<file path="config.mk">
export PLATFORM = sky130hd
export DESIGN_NAME = redpi_pll_ctrl
export DESIGN_NICKNAME = d
export VERILOG_FILES = /design/src/rtl/redpi_pll_ctrl.sv
export SDC_FILE = /design/constraint.sdc
export NUM_CORES = 1
export LEC_CHECK = 0
export ABC_CLOCK_PERIOD_IN_PS = 3250
export BUFFER_PORTS_ARGS = -buffer_cell sky130_fd_sc_hd__buf_2
export CAP_MARGIN = 15
export CORE_UTILIZATION = 30
export CTS_BUF_LIST = sky130_fd_sc_hd__clkbuf_2 sky130_fd_sc_hd__clkbuf_4 sky130_fd_sc_hd__clkbuf_8
export DETAILED_ROUTE_END_ITERATION = 8
export PLACE_DENSITY = 0.47
export SETUP_SLACK_MARGIN = 0.05
export SYNTH_ARGS = -nofsm -noshare
export SYNTH_HDL_FRONTEND = slang
export SYNTH_SLANG_ARGS = --single-unit
</file>
<file path="constraint.sdc">
create_clock -name clk_in -period 3.25 [get_ports clk_in]
set_clock_uncertainty 0.1 [all_clocks]
set_input_delay 0.325 -clock clk_in [delete_from_list [all_inputs] [get_ports clk_in]]
set_output_delay 0.325 -clock clk_in [all_outputs]
set_load 0.005 [all_outputs]
</file>
<file path="src/rtl/redpi_pll_ctrl.sv">
// redpi_pll_ctrl: power/reset sequencer and lock qualifier for the board clock PLL.
// Runs entirely on the free-running reference clock; PLL output clocks are never used.
module redpi_pll_ctrl #(
  parameter int unsigned RST_CYCLES    = 16,
  parameter int unsigned LOCK_TIMEOUT  = 10000,
  parameter int unsigned SETTLE_CYCLES = 256,
  parameter int unsigned MAX_RETRIES   = 4,
  parameter int unsigned CNT_W         = 8
) (
  input  logic             clk_in,
  input  logic             reset,
  input  logic             enable,
  input  logic             force_relock,
  input  logic             pll_locked,
  output logic             pll_reset,
  output logic             pll_power_down,
  output logic             dsp_reset,
  output logic             ready,
  output logic             fail,
  output logic             lock_lost,
  output logic [2:0]       state,
  output logic [CNT_W-1:0] relock_count
);

  localparam int unsigned TMR_MAX_A = (RST_CYCLES > LOCK_TIMEOUT) ? RST_CYCLES : LOCK_TIMEOUT;
  localparam int unsigned TMR_MAX   = (TMR_MAX_A > SETTLE_CYCLES) ? TMR_MAX_A : SETTLE_CYCLES;
  localparam int unsigned TMR_W     = $clog2(TMR_MAX + 1);
  localparam int unsigned RTY_W     = 8;

  typedef enum logic [2:0] {
    S_OFF    = 3'd0,
    S_RST    = 3'd1,
    S_WAIT   = 3'd2,
    S_SETTLE = 3'd3,
    S_RUN    = 3'd4,
    S_FAIL   = 3'd5
  } state_t;

  state_t             state_q, state_d;
  logic [TMR_W-1:0]   tmr_q, tmr_d;
  logic [RTY_W-1:0]   rty_q, rty_d;
  logic [RTY_W-1:0]   rty_inc;
  logic [CNT_W-1:0]   relock_d;
  logic               lost_d;
  logic               lock_meta, locked_s;

  assign state   = 3'(state_q);
  assign rty_inc = rty_q + RTY_W'(1);

  // Two-flop synchronizer for the asynchronous PLL lock output
  always_ff @(posedge clk_in) begin
    if (reset) begin
      lock_meta <= 1'b0;
      locked_s  <= 1'b0;
    end else begin
      lock_meta <= pll_locked;
      locked_s  <= lock_meta;
    end
  end

  // State, timer, retry and relock counter registers
  always_ff @(posedge clk_in) begin
    if (reset) begin
      state_q      <= S_OFF;
      tmr_q        <= '0;
      rty_q        <= '0;
      relock_count <= '0;
    end else begin
      state_q      <= state_d;
      tmr_q        <= tmr_d;
      rty_q        <= rty_d;
      relock_count <= relock_d;
    end
  end

  // Next-state logic; enable=0 overrides every other transition
  always_comb begin
    state_d  = state_q;
    tmr_d    = tmr_q;
    rty_d    = rty_q;
    relock_d = relock_count;
    lost_d   = 1'b0;
    if (!enable) begin
      state_d = S_OFF;
      tmr_d   = '0;
      rty_d   = '0;
    end else begin
      case (state_q)
        S_OFF: begin
          state_d = S_RST;
          tmr_d   = '0;
        end
        S_RST: begin
          if (tmr_q == TMR_W'(RST_CYCLES - 1)) begin
            state_d = S_WAIT;
            tmr_d   = '0;
          end else begin
            tmr_d = tmr_q + TMR_W'(1);
          end
        end
        S_WAIT: begin
          if (locked_s) begin
            state_d = S_SETTLE;
            tmr_d   = '0;
          end else if (tmr_q == TMR_W'(LOCK_TIMEOUT - 1)) begin
            tmr_d   = '0;
            rty_d   = rty_inc;
            state_d = (rty_inc == RTY_W'(MAX_RETRIES)) ? S_FAIL : S_RST;
          end else begin
            tmr_d = tmr_q + TMR_W'(1);
          end
        end
        S_SETTLE: begin
          if (!locked_s) begin
            state_d = S_WAIT;
            tmr_d   = '0;
          end else if (tmr_q == TMR_W'(SETTLE_CYCLES - 1)) begin
            state_d = S_RUN;
            tmr_d   = '0;
            rty_d   = '0;
          end else begin
            tmr_d = tmr_q + TMR_W'(1);
          end
        end
        S_RUN: begin
          if (!locked_s) begin
            state_d  = S_RST;
            tmr_d    = '0;
            lost_d   = 1'b1;
            relock_d = (&relock_count) ? relock_count : relock_count + CNT_W'(1);
          end else if (force_relock) begin
            state_d = S_RST;
            tmr_d   = '0;
          end
        end
        S_FAIL: begin
          state_d = S_FAIL;
        end
        default: begin
          state_d = S_OFF;
          tmr_d   = '0;
          rty_d   = '0;
        end
      endcase
    end
  end

  // Outputs registered from the next state so they line up with the state code
  always_ff @(posedge clk_in) begin
    if (reset) begin
      pll_power_down <= 1'b1;
      pll_reset      <= 1'b1;
      dsp_reset      <= 1'b1;
      ready          <= 1'b0;
      fail           <= 1'b0;
      lock_lost      <= 1'b0;
    end else begin
      pll_power_down <= (state_d == S_OFF) || (state_d == S_FAIL);
      pll_reset      <= (state_d == S_OFF) || (state_d == S_RST) || (state_d == S_FAIL);
      dsp_reset      <= (state_d != S_RUN);
      ready          <= (state_d == S_RUN);
      fail           <= (state_d == S_FAIL);
      lock_lost      <= lost_d;
    end
  end

endmodule
</file>
==> flow_metrics.tcl <==
set metrics [dict create \
    yosysWarnings 0 \
    synth-compound-area-share_pct 17.8 \
    cts_buffers 5 \
    ys_seq_area_share_pct 38.7 \
    crit_required_ns 3.34 \
    combPwrFrac_pct 3.7 \
    worstMarginPinSlew_ns 0.667 \
    syn_area_mm2 0.00212 \
    synthSimpleGateAreaFrac_pct 31.5 \
    grt.total_usage_pct 13.2 \
    finalWirelength_mm 4.63 \
    setup_viol 0 \
    slew_headroom_pct 55.4 \
    post_cts.repair.setup_buffers 0 \
    antenna_cells 0 \
    power_frac_clock_pct 44.4 \
    async_flop_share_pct 0 \
    clkLatencyLatePin_ns 0.29 \
    synth_xor_area_share_pct 5.36 \
    synth-main-ff-cell "dfxtp_1" \
    crit_fanout 11 \
    status "finished clean" \
    period_minus_slack_ns 2.30 \
    final_layout_size_suffix_gt1_share_pct 19.3 \
    utilization_pct 35.6 \
    power_density_mw_per_mm2 404 \
    p_leak_nw 0.860 \
    via_count 1818 \
    crit_buf_inv 1 \
    h-tree-depth 2 \
    p_int_mw 0.769 \
    synth_cells 249 \
    place.port_buffers 21 \
    grt_start_max_net_pins 17 \
    fin_area_mm2 0.00243 \
    yosys.area_share.adder_pct 1.77 \
    critPathSlowestCell "dfxtp_1" \
    dr.pass1.iters 4 \
    cts_resized 0 \
    slew_violations 0 \
    ctsHoldBuffers 0 \
    overflow 0 \
    holdCritPathClass "primary input to register" \
    fin_setup_tns_ns 0 \
    vdd_drop_max_v 0.000152 \
    io-pin-count 22 \
    start_util_pct 31.1 \
    remaining_drc_errors 0 \
    p_seq_share_pct 51.9 \
    clockBufferDepth 2 \
    synth_top_family_by_area "simple AND/OR/NAND/NOR gates" \
    synth-edff-count 0 \
    critical_path_arrival_ns 2.39 \
    die_h_um 86.1 \
    endpoint_kind "register" \
    yosysUniqueCellTypes 56 \
    yosys-top-cells-count "dfxtp_1 (41), nor2_1 (30), nand2_1 (25), nand3_1 (13), nand4_1 (10)" \
    criticalPathCategory "register to register" \
    max_freq_ghz 0.434 \
    cts.sinks 41 \
    die_area_mm2 0.00742 \
    synth_fp_nets 257 \
    viasPerCell 4.97 \
    crit_chain "ha_1 -> and3_1 -> nand4_2 -> a222oi_1 -> buf_4 -> o311ai_0 -> o21a_1" \
    fp.coreArea_mm2 0.00683 \
    cts_tree "built" \
    grt_pass1_vias 1663 \
    fin_crit_sh_pct 70.8 \
    rsz0062_at_grt "no" \
    avgRoutedWirePerCell_um 12.7 \
    antenna_left 0 \
    ctsRootBufferMaster "clkbuf_8" \
    area_delta_synth_final_pct 14.6 \
    p_sw_mw 0.214 \
    clkTransAtPathRegs_ns 0.08 \
    num_rows 30 \
    yosys.area.top_type "dfxtp_1" \
    ys_ff_latch 41 \
    avgSynthCellArea_um2 8.53 \
    cp-start-kind "register" \
    netlist.area_leader.share_pct 38.7 \
    final_net_count 277 \
    hold_viol 0 \
    antenna_found_initial 0 \
    p_sw_share_pct 21.7 \
    gp_congestion 0.763 \
    synth_mux_area_share_pct 1.53 \
    cap_violations 0 \
    synth_top_cells_by_area "dfxtp_1 (39%), nor2_1 (5.3%), nand2_1 (4.4%), xor2_1 (3.3%), o221a_2 (3.2%)" \
    grt_pass1_wl_mm 7.77 \
    drt_iter0_drc 70 \
    dp_hpwl_mm 3.29 \
    cpPeakStageDelay_ns 0.40 \
    cp_top_family "compound AO/OA/AOI/OAI gates" \
    fp.dieW_um 86.1 \
    yosys.cell_count.top_type "dfxtp_1" \
    placed_cell_area_mm2 0.00231 \
]
==> state kept, by name, summed over array words and instances (netlist names), 3 cells and up <==
name          count
rty_q             8
relock_count      8
tmr_q            14
state             3
==> per-stage QoR <==
| step | setup slack [ns] | std cells | hold WS [ns] | power [mW] |
|---|---|---|---|---|
| finish | 0.948 | 366 | 0.146 | 0.983 |
| global route | 0.730 | 366 | 0.139 | 1.02 |
| CTS | 0.964 | 366 | 0.134 | 0.999 |
| detailed placement | 1.01 | 358 | 0.324 | 0.559 |
| global placement | 1.03 | 358 | 0.316 | 0.559 |
| floorplan | 1.21 | 249 | 0.314 | 0.547 |
==> worst register-to-register path, stage by stage, from the launching register on <==
cell and delay [ns]:
dfxtp_1 0.40, ha_1 0.21, and3_1 0.37, nand4_2 0.21
a222oi_1 0.37, buf_4 0.24, o311ai_0 0.17, o21a_1 0.14
==> power groups by stage <==
| stage | clock [mW] | sequential, mW | combinational (mW) |
|---|---|---|---|
| 3_5_place_dp | 0 | 0.522 | 0.0372 |
| 2_1_floorplan | 0 | 0.520 | 0.0272 |
| 6_report | 0.436 | 0.510 | 0.0366 |
| 4_1_cts | 0.452 | 0.510 | 0.0373 |
| 5_1_grt | 0.470 | 0.511 | 0.0409 |
| 3_3_place_gp | 0 | 0.522 | 0.0372 |
==> cell usage in the layout (no fill, tap or decap), types with 4 or more instances in the layout <==
master    instances
a21oi_1           6
a31oi_1           4
and3_1            7
buf_2            21
clkbuf_8          6
dfxtp_1          41
inv_1             4
nand2_1          25
nand3_1          13
nand4_1          10
nor2_1           30
nor2b_1           8
nor3_1            6
o21ai_0           9
o221a_2           6
xnor2_1           5
xor2_1            8
==> routing by layer <==
layer  global-route usage, %  wire [um]  vias to the layer above
li1                        -          -                      952
met1                    17.1       2340                      838
met2                    21.8       2160                       24
met3                    2.60         96                        4
met4                    5.00         36                        0
met5                       0          0                        -
==> kinds of logic (layout without fill, tap and decap cells) <==
| kind of cell | Yosys count | in the layout |
|---|---|---|
| AO/OA/AOI/OAI | 50 | 50 |
| flip-flops | 41 | 41 |
| AND/OR/NAND/NOR | 124 | 124 |
| adder cells (fa/ha/maj) | 3 | 3 |
| buffers and inverters | 15 | 36 |
| XOR/XNOR | 13 | 13 |
| multiplexers | 3 | 3 |
==> cell type report <==
class | count | area (um^2)
multi-input combinational | 193 | 1230
timing repair buffer | 24 | 128
sequential | 41 | 821
clock inverter | 2 | 37.5
inverter | 4 | 15.0
tap | 96 | 120
fill | 726 | 4400
clock buffer | 6 | 82.6
==> worst paths after layout <==
check                         from                      to  slack (ns)  cells past startpoint
max          tmr_q[0]$_SDFFE_PP0P_  tmr_q[11]$_SDFFE_PP0P_        0.95                      7
min                     pll_locked    lock_meta$_SDFF_PP0_        0.15                      2
max reg2reg  tmr_q[0]$_SDFFE_PP0P_  tmr_q[11]$_SDFFE_PP0P_        0.95                      7
min reg2reg   lock_meta$_SDFF_PP0_     locked_s$_SDFF_PP0_        0.34                      1
Power figures use the tool's default switching activity.
